==> src/rtl/phase_accumulator_nco.sv <==
// Phase accumulator NCO with exponential glide toward a loaded increment and held hard-sync.
// Widths come from mypackage so the accumulator and the wavetable index stay in step.
package mypackage;
  localparam int PHASE_INDEX_BITS = 16;
  localparam int WAVETABLE_N = 256;
  localparam int PHASE_ACCUMULATOR_FRACTIONAL_BITS = PHASE_INDEX_BITS - $clog2(WAVETABLE_N);
  typedef logic [PHASE_INDEX_BITS-1:0] phase_index_type;
endpackage

module phase_accumulator_nco
  import mypackage::*;
#(
  parameter int GLIDE_SHIFT_BITS = 4,
  parameter bit GLIDE_LOCK       = 1'b0
) (
  input  logic                        clock,
  input  logic                        reset,
  input  logic                        sample_tick,
  input  logic                        enable,
  input  logic                        inc_valid,
  output logic                        inc_ready,
  input  logic [PHASE_INDEX_BITS-1:0] inc_data,
  input  logic [GLIDE_SHIFT_BITS-1:0] glide_shift,
  input  logic                        sync,
  output phase_index_type             phase,
  output logic                        phase_valid,
  output logic                        wrap
);

  localparam int PW = PHASE_INDEX_BITS;

  typedef enum logic {IDLE, GLIDING} state_t;

  // A shift that rounds a nonzero difference to zero is forced to a unit step so glides always land.
  function automatic logic signed [PW:0] glide_step(input logic signed [PW:0] diff,
                                                    input logic [GLIDE_SHIFT_BITS-1:0] shift);
    logic signed [PW:0] step;
    step = diff >>> shift;
    if (step == '0 && diff != '0) begin
      step = diff[PW] ? '1 : {{PW{1'b0}}, 1'b1};
    end
    return step;
  endfunction

  state_t          state_q, state_d;
  phase_index_type phase_q, phase_d;
  phase_index_type cur_inc_q, cur_inc_d;
  phase_index_type target_q, target_d;
  logic            sync_pend_q, sync_pend_d;
  logic            phase_valid_q, phase_valid_d;
  logic            wrap_q, wrap_d;
  logic            ready_q;

  logic               tick, xfer, sync_now, carry;
  phase_index_type    sum;
  logic signed [PW:0] diff, step, inc_wide;

  assign tick     = sample_tick && enable;
  assign xfer     = inc_valid && inc_ready;
  assign sync_now = sync_pend_q || sync;
  assign {carry, sum} = {1'b0, phase_q} + {1'b0, cur_inc_q};
  assign diff     = $signed({1'b0, target_q}) - $signed({1'b0, cur_inc_q});
  assign step     = glide_step(diff, glide_shift);
  assign inc_wide = $signed({1'b0, cur_inc_q}) + step;

  assign inc_ready   = ready_q && !(GLIDE_LOCK && (state_q == GLIDING));
  assign phase       = phase_q;
  assign phase_valid = phase_valid_q;
  assign wrap        = wrap_q;

  always_comb begin
    state_d       = state_q;
    phase_d       = phase_q;
    cur_inc_d     = cur_inc_q;
    target_d      = xfer ? inc_data : target_q;
    sync_pend_d   = sync_now;
    phase_valid_d = 1'b0;
    wrap_d        = 1'b0;

    if (tick) begin
      phase_valid_d = 1'b1;
      phase_d       = sync_now ? '0 : sum;
      wrap_d        = sync_now || carry;
      sync_pend_d   = 1'b0;
    end

    // The glide always works from the pre-transfer target; a same-edge load applies next tick.
    case (state_q)
      IDLE: begin
        if (target_q != cur_inc_q) state_d = GLIDING;
      end
      GLIDING: begin
        if (tick) begin
          cur_inc_d = inc_wide[PW-1:0];
          if (inc_wide == $signed({1'b0, target_q})) state_d = IDLE;
        end else if (cur_inc_q == target_q) begin
          state_d = IDLE;
        end
      end
      default: state_d = IDLE;
    endcase
  end

  always_ff @(posedge clock or posedge reset) begin
    if (reset) begin
      state_q       <= IDLE;
      phase_q       <= '0;
      cur_inc_q     <= '0;
      target_q      <= '0;
      sync_pend_q   <= 1'b0;
      phase_valid_q <= 1'b0;
      wrap_q        <= 1'b0;
      ready_q       <= 1'b0;
    end else begin
      state_q       <= state_d;
      phase_q       <= phase_d;
      cur_inc_q     <= cur_inc_d;
      target_q      <= target_d;
      sync_pend_q   <= sync_pend_d;
      phase_valid_q <= phase_valid_d;
      wrap_q        <= wrap_d;
      ready_q       <= 1'b1;
    end
  end

endmodule

==> config.mk <==
export PLATFORM = sky130hd
export DESIGN_NAME = phase_accumulator_nco
export DESIGN_NICKNAME = d
export VERILOG_FILES = /design/src/rtl/phase_accumulator_nco.sv
export SDC_FILE = /design/constraint.sdc
export NUM_CORES = 1
export LEC_CHECK = 0
export BUFFER_PORTS_ARGS = -buffer_cell sky130_fd_sc_hd__buf_2
export CORE_ASPECT_RATIO = 2
export CORE_MARGIN = 2
export CORE_UTILIZATION = 40
export DETAILED_ROUTE_END_ITERATION = 8
export SETUP_SLACK_MARGIN = 0.2
export SLEW_MARGIN = 15
export SYNTH_ARGS = -nofsm -noshare
export SYNTH_HDL_FRONTEND = slang
export SYNTH_SLANG_ARGS = --single-unit
==> constraint.sdc <==
create_clock -name clock -period 15.15 [get_ports clock]
set_clock_uncertainty 0.15 [all_clocks]
set_input_delay 3.03 -clock clock [delete_from_list [all_inputs] [get_ports clock]]
set_output_delay 3.03 -clock clock [all_outputs]
set_load 0.02 [all_outputs]
== Yosys cells after proc, flatten, opt, wreduce, memory -nomap -nowiden ==
Index checks and enable logic that the tools add are counted.

* Output and inout port bits: 19
* Register bits: 53

* Equality and inequality tests: 3
* Bitwise operators: 1
* Reductions and logical operators: 8
* $add $sub $neg: 3
* Muxes and demuxes: 11
* Shifts and indexed selects: 1

{| class="wikitable"
|+ Operators with widths
! cell !! count
|-
| 2-to-1 mux 17 bit || 2
|-
| adder 16 x 16 -> 17 bit || 1
|-
| adder 17 bit || 1
|-
| equality test 17 bit || 1
|-
| zero test 17 bit || 1
|-
| nonzero test 17 bit || 1
|-
| >>> shifter 17 x 4 -> 17 bit || 1
|-
| subtractor 16 x 16 -> 17 bit || 1
|-
| equality test 16 bit || 1
|-
| 2-to-1 mux 16 bit || 1
|-
| inequality test 16 bit || 1
|-
| 2-to-1 mux 1 bit || 7
|-
| logical AND 1 bit || 3
|-
| logical OR 1 bit || 2
|-
| one-hot mux 1 bit (2 select lines) || 1
|-
| AND reduction 2 bit || 1
|-
| NOT 1 bit || 1
|}

== Longest topological paths before layout ==
Gate-level depths: netlist of run 1.

* Word-level depth: 10
* Mapped depth: 27
* Gate-level depth less buffers: 26

== Least setup slack after synthesis of run 1 ==
Ideal clock, no wire load.

* Kind: input to register
* Start point: input port glide_shift[1]
* End point: register state_q
* Data arrival time: 7.653 ns
* Stages on the path: 22
* Library setup time: 0.130 ns
* Path buffers: 4
* Setup slack: 7.217 ns
* Required time: 14.870 ns
* Path through: clkbuf_1 > clkbuf_1 > buf_1 > buf_1 > nand2_1 > o311a_1 > o32ai_1 > o211ai_1 > o31ai_1 > ha_1 > inv_1 > fa_1 > nor2b_1 > o21ai_0 > a21o_1 > a21oi_1 > a31o_1 > o41ai_2 > o21ai_1 > mux4_2 > nor4_1 > a31oi_1

* Word-level cells in the longest chain between the ends: 9

{| class="wikitable"
|+ RTL lines
! element !! RTL line !! text
|-
| start, declared || 23 || <nowiki>input logic [GLIDE_SHIFT_BITS-1:0] glide_shift,</nowiki>
|-
| >>> shifter 17 x 4 -> 17 bit (*) || 38 || <nowiki>step = diff >>> shift;</nowiki>
|-
| zero test 17 bit || 39 || <nowiki>if (step == '0 && diff != '0) begin</nowiki>
|-
| logical AND 1 bit || 39 ||
|-
| 2-to-1 mux 17 bit (*) || 39 ||
|-
| adder 17 bit (*) || 64 || <nowiki>assign inc_wide = $signed({1'b0, cur_inc_q}) + step;</nowiki>
|-
| equality test 17 bit (*) || 95 || <nowiki>if (inc_wide == $signed({1'b0, target_q})) state_d = IDLE;</nowiki>
|-
| 2-to-1 mux 1 bit (*) || 95 ||
|-
| 2-to-1 mux 1 bit (*) || 93 || <nowiki>if (tick) begin</nowiki>
|-
| one-hot mux 1 bit (2 select lines) (*) || 88 || <nowiki>case (state_q)</nowiki>
|-
| named net state_d || 45 || <nowiki>state_t state_q, state_d;</nowiki>
|-
| end signal, assigned || 115 || <nowiki>state_q <= state_d;</nowiki>
|-
| end, declared || 45 ||
|}

The timed path passes the listed nets; every way through them passes the cells marked *.
A chain may end at the register's enable or synchronous reset.

== Worst setup path in the final report of run 1 ==
Same ends and word-level chain as after synthesis.

==> impl_metrics.toml, run 1 <==
[power_and_ir_drop]
p_leak_uw = 0.002926
power_density_nw_per_um2 = 268.3
vdd_drop_max_mv = 0.1033

[grt]
antenna_found_initial = 0
grt_pass1_wl_um = 30590
grt_pass1_vias = 5758
grt_max_degree = 54
gr-total-overflow = 0
groute.usage.overall_pct = 24.30

[logic_synthesis]
ys_seq_elements = 53
yosys_warnings = 0
synthAdderAreaFrac_pct = 11.18
synth-seq-area-share_pct = 22.03
synth_ff_type = "dfrtp_1"
synth_top_family_by_area = "compound AO/OA/AOI/OAI gates"
muxShareOfSynthArea_pct = 8.751
syn_nets = 804
synthArstFlopShare_pct = 100.0
syn_inst = 726
synth_xor_area_share_pct = 8.813
synth-simple-area-share_pct = 19.00
synth_compound_area_share_pct = 24.36
ys_types = 89
avgSynthCellArea_sq_um = 8.291
mappedNetlistArea_sq_um = 6020
synth_edf_count = 0

[floorplan]
core_area_sq_um = 14740
std_cell_rows = 63
die_w_um = 90.75
die_y_um = 177.5
ios = 45
start_util_pct = 40.84
dieArea_sq_um = 16110

[timing]
setup_viol = 0
rsz0062_at_grt = "false"
fin_setup_tns_ns = 0
final.period_utilization_pct = 60.00
fin_crit_ns = 9.090
max_freq_mhz = 110.0
relSlewSlack_pct = 35.42
worst_pin_slew_ns = 0.9628
maxSlewViolCount = 0
fin_ws_ns = 6.060
hold_violations = 0

[clock_tree]
h-tree-depth = 2
clk_pin_slew_ns = 0.08
post_cts_buffers = 0
insertion_delay_ns = 0.30
cts_resized = 0
cts_root_buf = "clkbuf_16"
tritoncts = "yes"
cts_hold_buf = 0
cts_made_buffers = 5
clk_path_buf_depth = 2
cts_num_sinks = 53

[routing]
vias = 5545
wirelength_um = 19360
wl_per_cell_um = 20.62
drc = 0
first_iter_violations = 253
antenna_left = 0
viasPerCell = 5.905
dr.pass1.iters = 5

[placed_design]
post-place-ws_ns = 5.877
placed_area_sq_um = 6345
gp_congestion = 0.9791
port_buffers = 44
hpwl_um = 15600

[final_layout]
area_delta_synth_final_pct = 7.919
diodes = 0
fin_area_sq_um = 6496
fillers = 1503
final_common_cell = "nand2_1"
nets = 821
final_cell_mix = "65 x nand2_1, 53 x dfrtp_1, 50 x nor2_1, 49 x ha_1, 45 x o21ai_0"
drive_above_1_share_pct = 14.11

[setup_path]
path_class = "primary input to register"
worstSetupStartpointType = "primary input"
max_stage_delay_ns = 0.68
crit_path_end_kind = "register"
cp_max_fo = 40
slowest_stage = "clkinv_1"
critical-path-top-delay-family = "compound AO/OA/AOI/OAI gates"
cp.buffers_inverters = 3
cp_cell_sequence = "buf_2 -> clkinv_1 -> a41oi_1 -> o21ai_0 -> o32a_1 -> mux4_2 -> a21oi_1 -> nand4bb_1 -> o31ai_1 -> ha_1 -> inv_1 -> fa_1 -> nor2b_1 -> o21ai_0 -> a21o_1 -> a21oi_1 -> a31o_1 -> o41ai_2 -> o21ai_1 -> mux4_2 -> nor4_1 -> a31oi_1"
crit_arrival_ns = 9.10
cp.required_ns = 15.16

[run_status]
status = "completed"

[job]
maxCapViolCount = 0

[hold_path]
hold_class = "register to register"
==> sequential cells by signal, indices dropped and copies added, names as in the netlist <==
register	cells
cur_inc_q	16
inc_ready	1
phase	16
phase_valid	1
state_q	1
sync_pend_q	1
target_q	16
wrap	1
==> logic make-up (layout without fill, tap and decap cells) <==
| group | count (synthesis) | count (layout) |
|---|---|---|
| AO/OA/AOI/OAI | 210 | 210 |
| XOR/XNOR | 51 | 51 |
| adder cells (fa/ha/maj) | 52 | 52 |
| buffers and inverters | 86 | 104 |
| flip-flops | 53 | 53 |
| multiplexers | 41 | 41 |
| other | 1 | 1 |
| AND/OR/NAND/NOR | 232 | 232 |
==> Yosys cell counts (9+ instances only) <==
library cell / count / area, sq um
nand2_1: 65 / 244.0
nor3_1: 31 / 155.2
inv_1: 45 / 168.9
mux2i_1: 11 / 110.1
xnor2_1: 28 / 245.2
o21ai_0: 45 / 225.2
a21oi_1: 37 / 185.2
dfrtp_1: 53 / 1326
xor2_1: 17 / 148.9
mux2_2: 20 / 225.2
a21o_1: 19 / 142.6
a211oi_1: 9 / 67.56
clkbuf_1: 25 / 93.84
o211ai_1: 10 / 75.07
nand3_1: 21 / 105.1
ha_1: 49 / 613.1
nor2_1: 50 / 187.7
==> power breakdown <==
group / switching, uW / internal, uW / total (uW)
Combinational: 809 / 583 / 1390
Sequential: 51.8 / 178 / 230
Clock: 58.3 / 62.7 / 121
==> path summary, 6_finish.rpt <==
check,from,to,slack (ns),cells past startpoint
max,glide_shift[1],state_q,6.06,22
min,phase[10],phase[10],0.36,2
max reg2reg,target_q[9],state_q,7.41,24
min reg2reg,phase[10],phase[10],0.36,2
max in group asynchronous,reset,cur_inc_q[2],11.60,3
min in group asynchronous,reset,cur_inc_q[15],2.75,3
==> through the flow <==
| stage | std cells | total power, uW | hold slack (ns) | util [%] |
|---|---|---|---|---|
| 2_1_floorplan | 726 | 1275 | 0.3272 | - |
| 3_3_place_gp | 931 | 1581 | 0.3431 | 43.04 |
| 3_5_place_dp | 931 | 1598 | 0.3478 | 43.04 |
| 4_1_cts | 939 | 1731 | 0.3654 | 44.07 |
| 5_1_grt | 939 | 1882 | 0.3972 | 44.07 |
| 6_report | 939 | 1743 | 0.3650 | 44.07 |
==> worst reg2reg max path: stages (launching register included) <==
cell       delay, ns
dfrtp_1         0.48
ha_1            0.62
and4_4          0.40
nand3_1         0.09
a211oi_1        0.76
o21a_1          0.31
nor3_1          0.10
a2111oi_0       0.77
o32ai_1         0.24
a21o_1          0.24
nand4bb_1       0.18
o31ai_1         0.30
ha_1            0.21
inv_1           0.06
fa_1            0.39
nor2b_1         0.11
o21ai_0         0.11
a21o_1          0.23
a21oi_1         0.27
a31o_1          0.23
o41ai_2         0.10
o21ai_1         0.26
mux4_2          0.53
nor4_1          0.33
a31oi_1         0.10
==> layout make-up <==
class | count | area, sq um | area share [%]
Sequential cell | 53 | 1326 | 20.42
Clock buffer | 5 | 125.1 | 1.926
Clock inverter | 3 | 26.28 | 0.4045
Timing Repair Buffer | 48 | 250.2 | 3.852
Multi-Input combinational cell | 587 | 4344 | 66.87
Tap cell | 195 | 244.0 | 3.756
Inverter | 48 | 180.2 | 2.774
==> routing by layer <==
metal  wire, um  part of all wire (%)  global-route usage, %  vias to the layer above
li1           -                     -                      -                     2696
met1       6987                    36                  24.69                     2636
met2      10480                    54                  46.21                      150
met3        452                   2.3                 0.9342                       63
met4       1448                   7.5                  18.33                        0
met5          0                     0                      0                        -
Power figures use the tool's default switching activity.
==> run 2: changes to the inputs <==
clock period = 8.6 ns   (was 15.15 ns; I/O delays follow)
==> run 2 against run 1 <==
  * Die area is the same
  * Wire length fell by 1.4%
  * Core utilization increased by 0.52 points
  * Total power grew 78%
  * Worst hold slack improved by 0.0075 ns
  * Sequential power is 73% higher
  * Critical path depth up 3
  * Largest power group unchanged
  * Highest routed layer unchanged
==> impl_metrics.toml, run 2 (synthesized netlist as in run 1, its figures left out) <==
[placed_design]
gp_congestion = 0.8987
dp.cells = 936
post-place-ws_ns = 1.157
hpwl_um = 15420
port_buffers = 44

[power_and_ir_drop]
vdd_drop_max_mv = 0.2309
p_leak_uw = 0.002969
power_density_nw_per_um2 = 472.5

[hold_path]
hold_class = "register to register"

[final_layout]
final_cell_mix = "65 x nand2_1, 53 x dfrtp_1, 50 x nor2_1, 49 x ha_1, 45 x o21ai_0"
seq_area_sq_um = 1326
nets = 826
area_delta_synth_final_pct = 9.187
multi_input_area_sq_um = 4344
drive_above_1_share_pct = 14.69
final_common_cell = "nand2_1"
finalNonFillerCells = 944
fillers = 1513
diodes = 0

[grt]
grt_pass1_vias = 5757
groute.usage.overall_pct = 24.27
gr-total-overflow = 0
antenna_found_initial = 0
met2_usage_pct = 47.36
grt_max_degree = 54
met1_usage_pct = 24.17
grt-busiest-layer = "met2"
met3_usage_pct = 1.699
grt_pass1_wl_um = 30550

[routing]
wirelength_um = 19090
antenna_left = 0
viasPerCell = 5.883
vias = 5554
dr.pass1.iters = 5
wl_per_cell_um = 20.23
drc = 0
first_iter_violations = 221

[clock_tree]
cts_resized = 0
clk_path_buf_depth = 2
post_cts_buffers = 0
cts_root_buf = "clkbuf_16"
cts_made_buffers = 5
tritoncts = "yes"
insertion_delay_ns = 0.31
clk_pin_slew_ns = 0.07
h-tree-depth = 2
cts_hold_buf = 0
cts_num_sinks = 53

[setup_path]
max_stage_delay_ns = 0.59
path_class = "register to register"
cp.required_ns = 8.61
worstSetupStartpointType = "register"
critical-path-top-delay-family = "simple AND/OR/NAND/NOR gates"
cp.buffers_inverters = 2
slowest_stage = "nor4b_1"
cp_max_fo = 7
crit_arrival_ns = 7.62
crit_path_end_kind = "register"

[floorplan]
dieArea_sq_um = 16110
start_util_pct = 40.84
die_w_um = 90.75
core_area_sq_um = 14740
ios = 45
std_cell_rows = 63
die_y_um = 177.5

[timing]
final.period_utilization_pct = 88.42
hold_violations = 0
relSlewSlack_pct = 37.01
fin_crit_ns = 7.604
maxSlewViolCount = 0
fin_ws_ns = 0.9960
max_freq_mhz = 131.5
worst_pin_slew_ns = 0.9377
rsz0062_at_grt = "false"
fin_setup_tns_ns = 0
setup_viol = 0

[run_status]
status = "completed"

[job]
maxCapViolCount = 0
[run 2: cell types whose count changed in the layout (fill, tap and decap cells not counted), sizes merged]
cell    change
buf         +5
bufinv      +2
clkinv      -1
inv         -1
[run 2: stage by stage]
stage / area [sq um] / util [%] / hold slack [ns] / total power, uW
after global placement: 6382 / 43.30 / 0.3499 / 2802
after floorplan: 6020 / - / 0.3272 / 2245
final: 6573 / 44.59 / 0.3725 / 3106
after global routing: 6573 / 44.59 / 0.4068 / 3384
after CTS: 6573 / 44.59 / 0.3739 / 3093
after detailed placement: 6382 / 43.30 / 0.3565 / 2806
[run 2: area by class of cell]
class,instances,share of cell area (%)
Tap cell,195,3.712
Clock buffer,5,1.904
Inverter,48,2.741
Timing Repair Buffer,53,4.378
Multi-Input combinational cell,587,66.10
Sequential cell,53,20.18
Clock inverter,3,0.9899
[run 2: path summary, 6_finish.rpt]
check / from / slack [ns] / depth (start not counted) / to
max: cur_inc_q[1] / 1.0 / 25 / state_q
max in group asynchronous: reset / 6.35 / 3 / phase[2]
max reg2reg: cur_inc_q[1] / 1.0 / 25 / state_q
min in group asynchronous: reset / 1.45 / 3 / wrap
min: phase[12] / 0.37 / 2 / phase[12]
min reg2reg: phase[12] / 0.37 / 2 / phase[12]
[run 2: power breakdown]
part           internal (uW)  total [uW]  switching (uW)
logic                   1030        2440            1410
clock network            166         265            98.3
registers                314         397            83.4
[run 2: worst min-delay path, cell delays in order, from the launching register on]
cell and delay [ns]:
dfrtp_1 0.37, nand2_1 0.05, o21ai_0 0.06
[run 2: per-layer routing]
layer  vias to the layer above  share of wire, %
met5                         -                 0
met3                        61               2.2
li1                       2705                 -
met1                      2645                36
met4                         0               6.4
met2                       143                56
